**config.mk**
```make
export PLATFORM = sky130hd
export DESIGN_NAME = if_stage_flat
export DESIGN_NICKNAME = d
export VERILOG_FILES = /design/src/rtl/mips_pkg.sv /design/src/rtl/if_stage_if.sv /design/src/rtl/next_pc_sel.sv /design/src/rtl/if_stage.sv /design/src/flat_wrapper.sv
export SDC_FILE = /design/constraint.sdc
export NUM_CORES = 1
export LEC_CHECK = 0
export BUFFER_PORTS_ARGS = -buffer_cell sky130_fd_sc_hd__buf_4
export CORE_UTILIZATION = 45
export CTS_CLUSTER_SIZE = 30
export DETAILED_ROUTE_END_ITERATION = 7
export GPL_ROUTABILITY_DRIVEN = 0
export PLACE_DENSITY_LB_ADDON = 0.1
export SYNTH_ARGS = -nofsm -noshare
export SYNTH_HDL_FRONTEND = slang
export SYNTH_HIERARCHICAL = 1
export SYNTH_SLANG_ARGS = --single-unit
```
**constraint.sdc**
```tcl
create_clock -name clk -period 5.33 [get_ports clk]
set_clock_uncertainty 0.2 [all_clocks]
set_input_delay 1.3325 -clock clk [delete_from_list [all_inputs] [get_ports clk]]
set_output_delay 1.3325 -clock clk [all_outputs]
set_load 0.05 [all_outputs]
```
**src/rtl/mips_pkg.sv**
```systemverilog
// Shared constants and types for the MIPS fetch path: reset/trap vectors,
// the NOP word and the next-PC source selector.
package mips_pkg;

  localparam logic [31:0] RESET_PC  = 32'h8000_0000;
  localparam logic [31:0] ILLOP_VEC = 32'h8000_0004;
  localparam logic [31:0] XADR_VEC  = 32'h8000_0008;
  localparam logic [31:0] NOP_WORD  = 32'h0000_0000;

  typedef enum logic [2:0] {
    PC_SEQ    = 3'd0,
    PC_JUMP   = 3'd1,
    PC_JR     = 3'd2,
    PC_BRANCH = 3'd3,
    PC_ILLOP  = 3'd4,
    PC_XADR   = 3'd5
  } pc_sel_e;

  // Register-sourced targets may carry junk in the low bits; fetch is word aligned.
  function automatic logic [31:0] align_word(input logic [31:0] addr);
    return {addr[31:2], 2'b00};
  endfunction

endpackage

```
**src/rtl/if_stage_if.sv**
```systemverilog
// Instruction ROM bus: the fetch stage drives the byte address, the ROM
// answers combinationally in the same cycle.
interface if_stage_if;

  logic [31:0] rom_addr;
  logic [31:0] rom_data;

  modport master (output rom_addr, input rom_data);
  modport slave  (input rom_addr, output rom_data);

endinterface

```
**src/rtl/next_pc_sel.sv**
```systemverilog
// Combinational next-PC priority encoder and target mux:
// exception > interrupt > branch > jr > jump > sequential.
module next_pc_sel
  import mips_pkg::*;
#(
  parameter logic [31:0] ILLOP_ADDR = ILLOP_VEC,
  parameter logic [31:0] XADR_ADDR  = XADR_VEC
) (
  input  logic [31:0] pc_plus4,
  input  logic [31:0] jump_target,
  input  logic        jump,
  input  logic        jr,
  input  logic [31:0] jr_target,
  input  logic        branch_taken,
  input  logic [31:0] branch_target,
  input  logic        irq_take,
  input  logic        exception,
  output pc_sel_e     sel,
  output logic [31:0] next_pc
);

  always_comb begin
    sel = PC_SEQ;
    if (exception)         sel = PC_XADR;
    else if (irq_take)     sel = PC_ILLOP;
    else if (branch_taken) sel = PC_BRANCH;
    else if (jr)           sel = PC_JR;
    else if (jump)         sel = PC_JUMP;
  end

  always_comb begin
    next_pc = pc_plus4;
    case (sel)
      PC_XADR:   next_pc = XADR_ADDR;
      PC_ILLOP:  next_pc = ILLOP_ADDR;
      PC_BRANCH: next_pc = align_word(branch_target);
      PC_JR:     next_pc = align_word(jr_target);
      PC_JUMP:   next_pc = jump_target;
      default:   next_pc = pc_plus4;
    endcase
  end

endmodule

```
**src/rtl/if_stage.sv**
```systemverilog
// MIPS instruction-fetch stage: PC register, ROM addressing and the IF/ID
// pipeline register, with stall/flush and redirect handling.
module if_stage
  import mips_pkg::*;
#(
  parameter logic [31:0] RESET_ADDR = RESET_PC,
  parameter logic [31:0] ILLOP_ADDR = ILLOP_VEC,
  parameter logic [31:0] XADR_ADDR  = XADR_VEC,
  parameter logic [31:0] NOP_INSTR  = NOP_WORD
) (
  input  logic        clk,
  input  logic        reset,
  if_stage_if.master  rom,
  input  logic        stall,
  input  logic        flush,
  input  logic        jump,
  input  logic        jr,
  input  logic [31:0] jr_target,
  input  logic        branch_taken,
  input  logic [31:0] branch_target,
  input  logic        irq,
  input  logic        exception,
  output logic [31:0] pc,
  output logic [31:0] if_id_instr,
  output logic [31:0] if_id_pc_plus4,
  output logic        if_id_valid,
  output pc_sel_e     pc_sel
);

  logic [31:0] pc_plus4;
  logic [31:0] jump_target;
  logic [31:0] next_pc;
  logic        irq_take;
  logic        redirect;
  logic        squash;

  assign rom.rom_addr = pc;

  // The supervisor bit is sticky across sequential fetch; only the low 31 bits wrap.
  assign pc_plus4    = {pc[31], pc[30:0] + 31'd4};
  assign jump_target = {if_id_pc_plus4[31:28], if_id_instr[25:0], 2'b00};
  assign irq_take    = irq & ~pc[31];

  next_pc_sel #(
    .ILLOP_ADDR (ILLOP_ADDR),
    .XADR_ADDR  (XADR_ADDR)
  ) u_next_pc_sel (
    .pc_plus4      (pc_plus4),
    .jump_target   (jump_target),
    .jump          (jump),
    .jr            (jr),
    .jr_target     (jr_target),
    .branch_taken  (branch_taken),
    .branch_target (branch_target),
    .irq_take      (irq_take),
    .exception     (exception),
    .sel           (pc_sel),
    .next_pc       (next_pc)
  );

  // Any redirect beats stall for the PC; jump/jr alone leave IF/ID to the flush input.
  assign redirect = (pc_sel != PC_SEQ);
  assign squash   = flush | exception | irq_take | branch_taken;

  always_ff @(posedge clk or negedge reset) begin
    if (!reset) begin
      pc <= RESET_ADDR;
    end else if (redirect || !stall) begin
      pc <= next_pc;
    end
  end

  always_ff @(posedge clk or negedge reset) begin
    if (!reset) begin
      if_id_instr    <= NOP_INSTR;
      if_id_pc_plus4 <= RESET_ADDR;
      if_id_valid    <= 1'b0;
    end else if (squash) begin
      if_id_instr    <= NOP_INSTR;
      if_id_pc_plus4 <= pc_plus4;
      if_id_valid    <= 1'b0;
    end else if (!stall) begin
      if_id_instr    <= rom.rom_data;
      if_id_pc_plus4 <= pc_plus4;
      if_id_valid    <= 1'b1;
    end
  end

endmodule

```
**src/flat_wrapper.sv**
```systemverilog
// flat-port wrapper written by rule: the top's interface ports become plain ports
module if_stage_flat import mips_pkg::*;
#(
  parameter logic [31:0] RESET_ADDR = RESET_PC,
  parameter logic [31:0] ILLOP_ADDR = ILLOP_VEC,
  parameter logic [31:0] XADR_ADDR  = XADR_VEC,
  parameter logic [31:0] NOP_INSTR  = NOP_WORD
)
  (clk, reset, stall, flush, jump, jr, jr_target, branch_taken, branch_target, irq, exception, pc, if_id_instr, if_id_pc_plus4, if_id_valid, pc_sel, rom_rom_addr, rom_rom_data);
  if_stage_if rom_i ();
  input  logic clk;
  input  logic reset;
  input  logic stall;
  input  logic flush;
  input  logic jump;
  input  logic jr;
  input  logic [31:0] jr_target;
  input  logic branch_taken;
  input  logic [31:0] branch_target;
  input  logic irq;
  input  logic exception;
  output logic [31:0] pc;
  output logic [31:0] if_id_instr;
  output logic [31:0] if_id_pc_plus4;
  output logic if_id_valid;
  output pc_sel_e pc_sel;
  output wire logic [$bits(rom_i.rom_addr)-1:0] rom_rom_addr;
  input wire logic [$bits(rom_i.rom_data)-1:0] rom_rom_data;
  assign rom_rom_addr = rom_i.rom_addr;
  assign rom_i.rom_data = rom_rom_data;
  if_stage #(.RESET_ADDR(RESET_ADDR), .ILLOP_ADDR(ILLOP_ADDR), .XADR_ADDR(XADR_ADDR), .NOP_INSTR(NOP_INSTR)) u_core (.clk(clk), .reset(reset), .rom(rom_i), .stall(stall), .flush(flush), .jump(jump), .jr(jr), .jr_target(jr_target), .branch_taken(branch_taken), .branch_target(branch_target), .irq(irq), .exception(exception), .pc(pc), .if_id_instr(if_id_instr), .if_id_pc_plus4(if_id_pc_plus4), .if_id_valid(if_id_valid), .pc_sel(pc_sel));
endmodule
```
==> results.env, run 1 <==
CLK_LATENCY_NS=0.34
CTS.HOLD.BUFFERS_ADDED=0
FIN_CRIT_SH_PCT=78.1
POWER_LEAKAGE_uW=0.00381
GRT_FIRST_PASS_WIRELENGTH_MM=26.3
DETAIL_ROUTE.ITER0.VIOLATIONS=323
GRT_USE_TOTAL_PCT=25.6
TIMING_WORST_SLEW_PIN_VALUE_NS=1.07
SHARE_OF_SYNTHESIZED_AREA_OCCUPIED_BY_FLIP_FLOPS_AND_LATCHES_PCT=40.7
GRT_PASS1_VIAS=4896
RUN_STATUS='completed'
GRT_MAX_DEGREE=67
FINAL_ANT_VIOL_NETS=0
CLOCK_SINKS=97
DRIVE_ABOVE_1_SHARE_PCT=38.4
CTSRESIZECOUNT=0
CRIT_ARRIVAL_NS=2.63
CTS.ROOT.BUFFER_CELL='sky130_fd_sc_hd__clkbuf_16'
UNREPAIRED_SETUP_ENDPOINTS_AFTER_GLOBAL_ROUTING='false'
CRIT_PATH_TOP_DELAY_CELL='sky130_fd_sc_hd__buf_4'
DESIGN.CORE.AREA_UM2=12800
FINALCRITICALPERIOD_NS=4.16
GLOBALROUTEOVERFLOWTOTAL=0
FINAL_NETS=921
TIMING.CRITICAL_PATH.MAX_DELAY_FAMILY='buffers and inverters'
ROUTED_WL_MM=17.5
PATH_DEPTH=5
LAYOUT.CORE_UTILIZATION_PCT=61.2
CTS_TREE='built'
PATH_BUF_INV=2
MAPPEDNETLISTAREA_UM2=5970
CTS_MAX_PATH_BUFFERS=2
FINALHOLDVIOLATIONS=0
POST_SYNTH_NUM_CELL_TYPES=50
FLOPS_LATCHES_SYNTH=97
FLOORPLAN.ROWS=41
WORST_SETUP_HOLD_PATH_CLK_SLEW_NS=0.07
ROUTED_WIRE_LENGTH_PER_INSTANCE_UM=17.7
DIE_W_UM=117
FLOORPLAN.INITIALDENSITY_PCT=46.7
DR.PASS1.ITERS=5
DRV.MAX_CAP_VIOLATION_COUNT=0
SYN_AREA_PER_CELL_UM2=9.22
CTS.HTREE.LEVELS=3
DR_TOTAL_VIAS=5455
POST_SYNTH_ARST_SHARE_PCT=100
BUFFER_PORTS.INSERTED=232
SYNTH_ENABLE_FLOP_CELLS=0
IOPINCOUNT=237
HOLDPATHSTAGES=2
DIE_H_UM=117
SYNTH_FLOP_CELL='sky130_fd_sc_hd__dfrtp_1'
DRC_ERRORS=0
CELLPOWERDENSITY_nW_PER_UM2=285
HPWLAFTERDP_MM=12.6
SYNTHESIS.INSTANCES=647
CRITICAL_PATH_PEAK_FANOUT=29
ANTENNA_FOUND_INITIAL=0
N_FILL_CELL=1076
VDD_IR_DROP_MAX_mV=0.164
MAX-SLEW-MARGIN-REL_PCT=28.3
SETUP_VIOL_COUNT_FINAL=0
CP.REQUIRED_NS=3.80
CTS-BUFFERS-INSERTED=9
WORST-R2R-CELL-COUNT=7
CRITICAL-PATH-TOP-CELL-BY-COUNT='sky130_fd_sc_hd__buf_4'
SYNTHTOLAYOUTAREAGROWTH_PCT=31.0
TIMING_WORST_SETUP_PATH_TYPE='input pin to output pin'
CRITICAL_PATH.MAX_STAGE_DELAY_NS=0.34
MAXSLEWVIOLCOUNT=0
VIAS_PER_CELL=5.50
WORSTPATHCELLLIST='buf_4, nor2b_1, nor2_1, o21bai_1, buf_4'
DIE-AREA_UM2=13700
CLOCK.FMAX_MHz=240
ANTENNA_CELLS_INSERTED=0
WORSTHOLDPATHTYPE='register to register'
FIN_TNS_SETUP_NS=0
WORST_SETUP_PATH_START_KIND='input pin'
CRIT_PATH_END_KIND='output pin'
POST_CTS.REPAIR.SETUP_BUFFERS=0
SYNTHESIS.YOSYS.WARNINGS=6
## path summary, 6_finish.rpt
check                                       endpoint                     start  slack (ns)
max                                        pc_sel[0]                      jump        1.17
min                         u_core/if_id_pc_plus4[0]  u_core/if_id_pc_plus4[0]        0.28
max reg2reg                            u_core/pc[27]             u_core/pc[31]        2.41
min reg2reg                 u_core/if_id_pc_plus4[0]  u_core/if_id_pc_plus4[0]        0.28
max in group asynchronous  u_core/if_id_pc_plus4[18]                     reset        3.08
min in group asynchronous              u_core/pc[27]                     reset        0.89
## routing by layer
metal	vias to the layer above	share of wire, %	wire, µm	GRT usage, %
met3	19	7.7	1350	4.79
met2	238	45	7960	40.2
li1	2573	-	-	-
met4	0	1.8	310	8.69
met5	-	0	0	0
met1	2625	45	7910	35.6
## cell type report
type | instances | area, µm² | area share (%)
Multi-Input combinational cell | 435 | 2930 | 37.5
Sequential cell | 97 | 2430 | 31.1
Timing Repair Buffer | 237 | 1780 | 22.8
Clock buffer | 11 | 253 | 3.24
Tap cell | 172 | 215 | 2.75
Inverter | 35 | 131 | 1.68
Clock inverter | 5 | 77.6 | 0.993
## cell usage in the layout, fill, tap and decap left out, types with 3 or more instances in the layout
cell,n
sky130_fd_sc_hd__xor2_1,9
sky130_fd_sc_hd__a21oi_1,29
sky130_fd_sc_hd__mux2i_1,32
sky130_fd_sc_hd__nand3b_1,26
sky130_fd_sc_hd__o31ai_1,4
sky130_fd_sc_hd__and3_1,3
sky130_fd_sc_hd__or3_1,8
sky130_fd_sc_hd__dfrtp_1,95
sky130_fd_sc_hd__buf_4,237
sky130_fd_sc_hd__a31o_2,3
sky130_fd_sc_hd__nand2b_1,3
sky130_fd_sc_hd__nand4_1,7
sky130_fd_sc_hd__o21ai_0,8
sky130_fd_sc_hd__xnor2_1,3
sky130_fd_sc_hd__nor2_1,66
sky130_fd_sc_hd__mux2_2,41
sky130_fd_sc_hd__clkbuf_16,9
sky130_fd_sc_hd__nor4_1,3
sky130_fd_sc_hd__nand2_1,69
sky130_fd_sc_hd__nor3_1,8
sky130_fd_sc_hd__a211oi_1,18
sky130_fd_sc_hd__and2_1,3
sky130_fd_sc_hd__inv_1,35
sky130_fd_sc_hd__nand3_1,10
sky130_fd_sc_hd__or4_1,4
sky130_fd_sc_hd__a31oi_1,18
sky130_fd_sc_hd__o22a_1,26
sky130_fd_sc_hd__a211oi_2,9
## where the power goes
group          internal [µW]  leakage [µW]  switching [µW]  total (µW)
registers                788       0.00129            61.5         850
logic                    227       0.00236             437         664
clock network            435      0.000162             279         714
total                   1450       0.00381             777        2230
## cells by family after synthesis
group,after synthesis,synth area share (%)
buffers and inverters,116,10.5
multiplexers,73,13.1
AND/OR/NAND/NOR,223,18.5
AO/OA/AOI/OAI,124,15.2
flip-flops,97,40.7
adder cells (fa/ha/maj),1,0.210
XOR/XNOR,12,1.76
other,1,0.0629
## metrics by stage
stage          hold slack [ns]  power, µW  std cells  instance area, µm²  worst slack (ns)
6_report                 0.278       2230        992                7810              1.17
5_1_grt                  0.298       2320        992                7810              1.07
4_1_cts                  0.273       2250        992                7810              1.18
3_5_place_dp             0.258       1530        976                7480              1.18
3_3_place_gp             0.254       1520        976                7480              1.20
2_1_floorplan            0.264       1320        648                5970             0.737
## worst register-to-register path: stages (launching register included)
cell and delay (ns):
sky130_fd_sc_hd__dfstp_2 0.61, sky130_fd_sc_hd__nand2b_1 0.19, sky130_fd_sc_hd__inv_1 0.14, sky130_fd_sc_hd__nor3_1 0.37, sky130_fd_sc_hd__nand2b_1 0.45, sky130_fd_sc_hd__buf_4 0.37
sky130_fd_sc_hd__o22a_1 0.23, sky130_fd_sc_hd__mux2_2 0.26
## sequential cells by signal (all words and copies together), names as in the netlist
| register | flops |
|---|---|
| u_core/if_id_pc_plus4 | 32 |
| u_core/if_id_instr | 32 |
| u_core/if_id_valid | 1 |
| u_core/pc | 32 |
## cell usage after synthesis, drive strengths merged, types with 11 or more instances
| library cell | n | area share, % |
|---|---|---|
| dfrtp | 95 | 40 |
| mux2i | 32 | 5.4 |
| a31oi | 18 | 1.9 |
| a21oi | 29 | 2.4 |
| nand3b | 26 | 3.3 |
| inv | 35 | 2.2 |
| buf | 54 | 6.6 |
| nor2 | 66 | 4.2 |
| nand2 | 69 | 4.3 |
| clkbuf | 27 | 1.7 |
| a211oi | 27 | 4.2 |
| nand3 | 11 | 0.92 |
| o22a | 26 | 3.8 |
| mux2 | 41 | 7.7 |
No activity file was read; power rests on OpenSTA's default activity.
==> run 2, diff against run 1 <==
- clock period: 5.33 -> 3.95 ns (I/O delays scaled with it)
==> results.env, run 2 (synthesized netlist as in run 1, its figures left out) <==
CLOCK_SINKS=97  # unchanged
P_SEQ_SHARE_PCT=40.0  # was 38.1%
DIE_H_UM=117  # unchanged
DESIGN.CORE.AREA_UM2=12800  # unchanged
TIMING_WORST_SLEW_PIN_VALUE_NS=1.03  # was 1.07 ns
CTS_TREE='built'  # unchanged
CTS.ROOT.BUFFER_CELL='sky130_fd_sc_hd__clkbuf_16'  # unchanged
DRIVE_ABOVE_1_SHARE_PCT=38.6  # was 38.4%
ANTENNA_CELLS_INSERTED=0  # unchanged
VIAS_PER_CELL=5.44  # was 5.50
VDD_IR_DROP_MAX_mV=0.194  # was 0.164 mV
DIE_W_UM=117  # unchanged
FINALHOLDVIOLATIONS=0  # unchanged
DETAIL_ROUTE.ITER0.VIOLATIONS=366  # was 323
CELLPOWERDENSITY_nW_PER_UM2=367  # was 285 nW/µm²
FLOORPLAN.INITIALDENSITY_PCT=46.7  # unchanged
FINAL_NETS=927  # was 921
UNREPAIRED_SETUP_ENDPOINTS_AFTER_GLOBAL_ROUTING='false'  # unchanged
POWER_LEAKAGE_uW=0.00382  # was 0.00381 µW
TIMING_WORST_SETUP_PATH_TYPE='input pin to output pin'  # unchanged
FLOORPLAN.ROWS=41  # unchanged
GRT_USE_TOTAL_PCT=26.0  # was 25.6%
DR.PASS1.ITERS=5  # unchanged
MAX-SLEW-MARGIN-REL_PCT=30.9  # was 28.3%
CTS.HOLD.BUFFERS_ADDED=0  # unchanged
CRIT_ARRIVAL_NS=2.20  # was 2.63 ns
ANTENNA_FOUND_INITIAL=0  # unchanged
FINAL-SEQ-AREA_UM2=2430  # unchanged
CP.REQUIRED_NS=2.76  # was 3.80 ns
REG_TOP3='u_core/if_id_instr (32), u_core/if_id_pc_plus4 (32), u_core/pc (32)'  # unchanged
LOGIC_PWR_SHARE_PCT=31.3  # was 29.8%
HPWLAFTERDP_MM=13.0  # was 12.6 mm
LAYOUT.CORE_UTILIZATION_PCT=61.2  # about the same
WORST_SETUP_PATH_START_KIND='input pin'  # unchanged
FINALCRITICALPERIOD_NS=3.39
CLOCK.FMAX_MHz=295
TOTAL_SWITCHING_POWER_uW=1040  # was 777 µW
INTERNAL_POWER_uW=1830  # was 1450 µW
CTS.HTREE.LEVELS=3  # unchanged
HOLD_SLACK_NS=0.278  # about the same
CRIT_PATH_END_KIND='output pin'  # unchanged
MULTI_INPUT_COMB_AREA_UM2=2930  # unchanged
BUFFER_PORTS.INSERTED=232  # unchanged
ROUTED_WIRE_LENGTH_PER_INSTANCE_UM=17.7  # about the same
MOST_COMMON_LIBRARY_CELL_IN_THE_LAYOUT_IGNORING_FILL_AND_TAPS='sky130_fd_sc_hd__buf_4'  # unchanged
GRT_FIRST_PASS_WIRELENGTH_MM=26.7  # was 26.3 mm
N_FILL_CELL=1130  # was 1076
CRITICAL_PATH_PEAK_FANOUT=29  # unchanged
FIN_CRIT_SH_PCT=85.7
SYNTHTOLAYOUTAREAGROWTH_PCT=31.0  # about the same
CLKPWRFRAC_PCT=28.7  # was 32.0%
POST_LAYOUT_POWER_uW=2870  # was 2230 µW
GLOBALROUTEOVERFLOWTOTAL=0  # unchanged
DR_TOTAL_VIAS=5426  # was 5455
DRC_ERRORS=0  # unchanged
WORSTHOLDPATHTYPE='register to register'  # unchanged
POST_CTS.REPAIR.SETUP_BUFFERS=0  # unchanged
CTS_MAX_PATH_BUFFERS=2  # unchanged
CTSRESIZECOUNT=0  # unchanged
TOP_LIBRARY_CELLS_BY_USAGE_IN_THE_LAYOUT_FILL_AND_TAPS_ASIDE='sky130_fd_sc_hd__buf_4, sky130_fd_sc_hd__dfrtp_1, sky130_fd_sc_hd__nand2_1'  # unchanged
CTS-BUFFERS-INSERTED=9  # unchanged
WORST_SETUP_HOLD_PATH_CLK_SLEW_NS=0.06  # was 0.07 ns
GRT_MAX_DEGREE=53  # was 67
IOPINCOUNT=237  # unchanged
CLK_LATENCY_NS=0.34  # about the same
ROUTED_WL_MM=17.7  # was 17.5 mm
SWITCH_SHARE_PCT=36.1  # was 34.9%
MAXSLEWVIOLCOUNT=0  # unchanged
GRT_PASS1_VIAS=5000  # was 4896
FINAL_ANT_VIOL_NETS=0  # unchanged
RUN_STATUS='completed'  # unchanged
DRV.MAX_CAP_VIOLATION_COUNT=0  # unchanged
DIE-AREA_UM2=13700  # unchanged
SETUP_VIOL_COUNT_FINAL=0  # unchanged
FIN_TNS_SETUP_NS=0  # unchanged
-- run 2: cell count changes in the layout (fill, tap and decap cells not counted), sizes merged --
| cell | previous run | this run |
|---|---|---|
| bufinv | 2 | 0 |
| buf | 237 | 243 |
| clkbuf | 11 | 13 |
-- run 2: metrics by stage --
stage,setup slack (ns),instances,instance area [µm²]
after detailed placement,0.577,982,7540
final,0.564,998,7820
after CTS,0.574,998,7820
after global placement,0.619,982,7540
after global routing,0.444,998,7820
after floorplan,0.151,648,5970
-- run 2: power groups by stage --
stage	Clock, µW	Sequential [µW]	Combinational [µW]
global route	890	1160	953
floorplan	0	1380	394
CTS	844	1150	903
global placement	0	1160	893
finish	823	1150	900
detailed placement	0	1170	902
-- run 2: final cells by class --
cell class                      instances  share of cell area (%)
Timing Repair Buffer                  243                    23.5
Clock inverter                          3                   0.224
Clock buffer                           13                    3.33
Inverter                               35                    1.68
Sequential cell                        97                    31.1
Multi-Input combinational cell        435                    37.4
Tap cell                              172                    2.75
-- run 2: critical path: stages --
cell and delay [ns]:
sky130_fd_sc_hd__buf_4 0.33, sky130_fd_sc_hd__nor2b_1 0.33, sky130_fd_sc_hd__nor2_1 0.07, sky130_fd_sc_hd__o21bai_1 0.22, sky130_fd_sc_hd__buf_4 0.25
-- run 2: worst paths after layout --
path                                             end                     start  cells after the start  slack (ns)
setup reg to reg                       u_core/pc[27]              u_core/pc[5]                      6        0.99
hold / removal              u_core/if_id_pc_plus4[3]  u_core/if_id_pc_plus4[3]                      2        0.28
min in group asynchronous  u_core/if_id_pc_plus4[23]                     reset                      1        0.44
setup / recovery                           pc_sel[0]                      jump                      5        0.56
hold reg to reg             u_core/if_id_pc_plus4[3]  u_core/if_id_pc_plus4[3]                      2        0.28
max in group asynchronous              u_core/pc[31]                     reset                      2        2.36
-- run 2: routing by layer --
metal | share of wire, % | wire (µm) | GRT usage, % | up-vias
met5 | 0 | 0 | 0 | -
met4 | 1.5 | 269 | 9.03 | 0
met3 | 8.4 | 1490 | 6.33 | 23
met2 | 46 | 8050 | 39.4 | 239
met1 | 44 | 7860 | 36.4 | 2568
li1 | - | - | - | 2596
==> run 3, diff against run 2 <==
- ABC_AREA: unset -> 1
- MAX_ROUTING_LAYER: unset -> met4
==> results.env, run 3 <==
NETLIST.TOP_CELL.BY_AREA='sky130_fd_sc_hd__dfrtp_1'  # unchanged
DRIVE_ABOVE_1_SHARE_PCT=29.2  # was 38.6%
CRIT_ARRIVAL_NS=2.23  # was 2.20 ns
SYNTH_SIMPLE_GATE_AREA_SHARE_PCT=39.7  # was 18.5%
DR.PASS1.ITERS=5  # unchanged
WORST_SETUP_PATH_START_KIND='input pin'  # unchanged
MAPPEDNETLISTAREA_UM2=5720  # was 5970 µm²
GRT_MAX_DEGREE=71  # was 53
SYNTH-XOR-AREA-SHARE_PCT=2.30  # was 1.76%
CLKPWRFRAC_PCT=31.3  # was 28.7%
SETUP_VIOL_COUNT_FINAL=0  # unchanged
SYNTH.TOP_CELLS.BY_AREA='sky130_fd_sc_hd__dfrtp_1, sky130_fd_sc_hd__nand2_1, sky130_fd_sc_hd__buf_4'  # was sky130_fd_sc_hd__dfrtp_1, sky130_fd_sc_hd__mux2_2, sky130_fd_sc_hd__mux2i_1
DETAIL_ROUTE.ITER0.VIOLATIONS=340  # was 366
FINALHOLDVIOLATIONS=0  # unchanged
SYNTHESIS.YOSYS.WARNINGS=6  # unchanged
BUFFER_PORTS.INSERTED=232  # unchanged
DR_TOTAL_VIAS=5640  # was 5426
DRC_ERRORS=0  # unchanged
POST_CTS.REPAIR.SETUP_BUFFERS=0  # unchanged
PLACE_WS_NS=0.585  # was 0.577 ns
P_SEQ_SHARE_PCT=37.8  # was 40.0%
RUN_STATUS='completed'  # unchanged
GRT_USE_TOTAL_PCT=28.9  # was 26.0%
IOPINCOUNT=237  # unchanged
WORSTHOLDPATHTYPE='register to register'  # unchanged
FLOORPLAN.INITIALDENSITY_PCT=46.9  # was 46.7%
INTERNAL_POWER_uW=1930  # was 1830 µW
CTS_MAX_PATH_BUFFERS=2  # unchanged
SYNTH_COMPOUND_AREA_SHARE_PCT=2.16  # was 15.2%
SYNTH_FLOP_CELL='sky130_fd_sc_hd__dfrtp_1'  # unchanged
CRIT_PATH_END_KIND='output pin'  # unchanged
CTS.HTREE.LEVELS=3  # unchanged
SYNTHESIS.INSTANCES=789  # was 647
CRITICAL_PATH_PEAK_FANOUT=4  # was 29
VDD_IR_DROP_MAX_mV=0.213  # was 0.194 mV
FINAL_NETS=1079  # was 927
UNREPAIRED_SETUP_ENDPOINTS_AFTER_GLOBAL_ROUTING='false'  # unchanged
CTS_TREE='built'  # unchanged
CELLPOWERDENSITY_nW_PER_UM2=403  # was 367 nW/µm²
DESIGN.CORE.AREA_UM2=12200  # was 12800 µm²
CP-STARTPOINT='irq'  # was jump
MAXSLEWVIOLCOUNT=0  # unchanged
POST-ROUTE-WORST-SETUP-SLACK_NS=0.529  # was 0.564 ns
SYNTHTOPCELLSBYCOUNT='sky130_fd_sc_hd__nand2_1, sky130_fd_sc_hd__dfrtp_1, sky130_fd_sc_hd__nand3_1, sky130_fd_sc_hd__buf_4, sky130_fd_sc_hd__nor2_1'  # was sky130_fd_sc_hd__dfrtp_1, sky130_fd_sc_hd__nand2_1, sky130_fd_sc_hd__nor2_1, sky130_fd_sc_hd__mux2_2
WORST-R2R-CELL-COUNT=10  # was 6
GRT_FIRST_PASS_WIRELENGTH_MM=27.9  # was 26.7 mm
POST_SYNTH_NUM_CELL_TYPES=31  # was 50
CTSRESIZECOUNT=0  # unchanged
REG_TOP3='u_core/if_id_instr (32), u_core/if_id_pc_plus4 (32), u_core/pc (32)'  # unchanged
DIE_W_UM=115  # was 117 µm
CTS.HOLD.BUFFERS_ADDED=0  # unchanged
SHARE_OF_SYNTHESIZED_AREA_OCCUPIED_BY_FLIP_FLOPS_AND_LATCHES_PCT=42.5  # was 40.7%
SWITCH_SHARE_PCT=37.1  # was 36.1%
FLOORPLAN.ROWS=40  # was 41
VIAS_PER_CELL=4.92  # was 5.44
ROUTED_WL_MM=17.6  # was 17.7 mm
CTS.ROOT.BUFFER_CELL='sky130_fd_sc_hd__clkbuf_16'  # unchanged
CLK_LATENCY_NS=0.35  # was 0.34 ns
MUXSHAREOFSYNTHAREA_PCT=2.95  # was 13.1%
POST_SYNTH_ARST_SHARE_PCT=100  # unchanged
GRT_PASS1_VIAS=5271  # was 5000
N_FILL_CELL=1219  # was 1130
HOLDPATHSTAGES=2  # unchanged
TIMING_WORST_SETUP_PATH_TYPE='input pin to output pin'  # unchanged
ANTENNA_CELLS_INSERTED=0  # unchanged
WORSTHOLDSTART='u_core/if_id_pc_plus4[11]'  # was u_core/if_id_pc_plus4[3]
FINALCRITICALPERIOD_NS=3.42  # was 3.39 ns
FINAL_ANT_VIOL_NETS=0  # unchanged
SYN_AREA_PER_CELL_UM2=7.25  # was 9.22 µm²
TOTAL_SWITCHING_POWER_uW=1140  # was 1040 µW
CLOCK.FMAX_MHz=292  # was 295 MHz
YOSYS.AREA.TOP_TYPE_SHARE_PCT=41.5  # was 39.8%
DIE-AREA_UM2=13200  # was 13700 µm²
MAX-SLEW-MARGIN-REL_PCT=25.2  # was 30.9%
WORST_SETUP_HOLD_PATH_CLK_SLEW_NS=0.06  # about the same
DRV.MAX_CAP_VIOLATION_COUNT=0  # unchanged
WORSTREG2REGSTART='u_core/pc[31]'  # was u_core/pc[5]
CLOCK_SINKS=97  # unchanged
LOGIC_PWR_SHARE_PCT=30.9  # was 31.3%
FLOPS_LATCHES_SYNTH=97  # unchanged
DIE_H_UM=115  # was 117 µm
FIN_TNS_SETUP_NS=0  # unchanged
CTS-BUFFERS-INSERTED=9  # unchanged
YOSYS.AREA_SHARE.ADDER_PCT=0.219  # was 0.210%
SYNTH_TOP_FAMILY_BY_AREA='simple AND/OR/NAND/NOR gates'  # unchanged
ROUTED_WIRE_LENGTH_PER_INSTANCE_UM=15.3  # was 17.7 µm
CP.REQUIRED_NS=2.76  # about the same
FIN_CRIT_SH_PCT=86.6  # was 85.7%
SYNTH_ENABLE_FLOP_CELLS=0  # unchanged
ANTENNA_FOUND_INITIAL=0  # unchanged
SYNTHTOLAYOUTAREAGROWTH_PCT=32.9  # was 31.0%
HPWLAFTERDP_MM=12.8  # was 13.0 mm
TIMING_WORST_SLEW_PIN_VALUE_NS=1.12  # was 1.03 ns
GLOBALROUTEOVERFLOWTOTAL=0  # unchanged
TOP_LIBRARY_CELLS_BY_USAGE_IN_THE_LAYOUT_FILL_AND_TAPS_ASIDE='sky130_fd_sc_hd__nand2_1, sky130_fd_sc_hd__buf_4, sky130_fd_sc_hd__dfrtp_1'  # was sky130_fd_sc_hd__buf_4, sky130_fd_sc_hd__dfrtp_1, sky130_fd_sc_hd__nand2_1
POWER_LEAKAGE_uW=0.00413  # was 0.00382 µW
YOSYS.CELL_COUNT.TOP_TYPE='sky130_fd_sc_hd__nand2_1'  # was sky130_fd_sc_hd__dfrtp_1
MOST_COMMON_LIBRARY_CELL_IN_THE_LAYOUT_IGNORING_FILL_AND_TAPS='sky130_fd_sc_hd__nand2_1'  # was sky130_fd_sc_hd__buf_4
==> run 3: power by group through the flow <==
stage	sequential, µW	combinational (µW)	clock [µW]
after global routing	1170	1010	1030
after detailed placement	1180	950	0
final	1160	949	959
after floorplan	1430	396	0
after global placement	1180	943	0
after CTS	1160	951	984
==> run 3: metrics by stage <==
| step | power [µW] | util (%) | hold slack, ns | instances | cell area (µm²) |
|---|---|---|---|---|---|
| final | 3070 | 62.3 | 0.272 | 1146 | 7610 |
| after global routing | 3210 | 62.3 | 0.295 | 1146 | 7610 |
| after CTS | 3100 | 62.3 | 0.277 | 1146 | 7610 |
| after detailed placement | 2130 | 59.6 | 0.259 | 1130 | 7280 |
| after global placement | 2120 | 59.6 | 0.256 | 1130 | 7280 |
| after floorplan | 1820 | - | 0.276 | 790 | 5730 |
==> run 3: final timing paths <==
kind                                        endpoint  slack, ns
max                                        pc_sel[0]       0.53
min                        u_core/if_id_pc_plus4[11]       0.27
max reg2reg                            u_core/pc[11]       1.22
min reg2reg                u_core/if_id_pc_plus4[11]       0.27
max in group asynchronous  u_core/if_id_pc_plus4[31]       2.15
min in group asynchronous   u_core/if_id_pc_plus4[6]       0.56
==> run 3: area by class of cell <==
class	count	area, µm²	area share [%]
inverters	36	135	1.78
repair buffers	238	1790	23.5
clock buffers	9	225	2.96
flip-flops and latches	97	2430	31.9
clock inverters	7	100	1.32
well taps	168	210	2.76
multi-input cells	591	2720	35.7
==> run 3: metal layers <==
metal | track usage, % | share of wire, % | vias to the layer above
met4 | 7.45 | 1.2 | 0
li1 | - | - | 2811
met3 | 4.59 | 6.1 | 15
met1 | 40.3 | 46 | 2608
met2 | 44.0 | 46 | 206
met5 | - | 0 | -
==> run 3: logic make-up (layout without fill, tap and decap cells) <==
family | after synthesis | in the layout
simple gates | 536 | 536
compound gates | 22 | 22
other cells | 1 | 2
flops | 97 | 97
xor+xnor | 15 | 15
mux | 15 | 15
buf+inv | 102 | 290
fa+ha+maj | 1 | 1
==> run 3: worst max-delay path, stage by stage <==
cell	delay, ns
sky130_fd_sc_hd__buf_4	0.08
sky130_fd_sc_hd__inv_1	0.03
sky130_fd_sc_hd__nor2_1	0.41
sky130_fd_sc_hd__inv_1	0.15
sky130_fd_sc_hd__nor2_1	0.16
sky130_fd_sc_hd__inv_1	0.07
sky130_fd_sc_hd__nand2_1	0.09
sky130_fd_sc_hd__inv_1	0.07
sky130_fd_sc_hd__buf_4	0.19
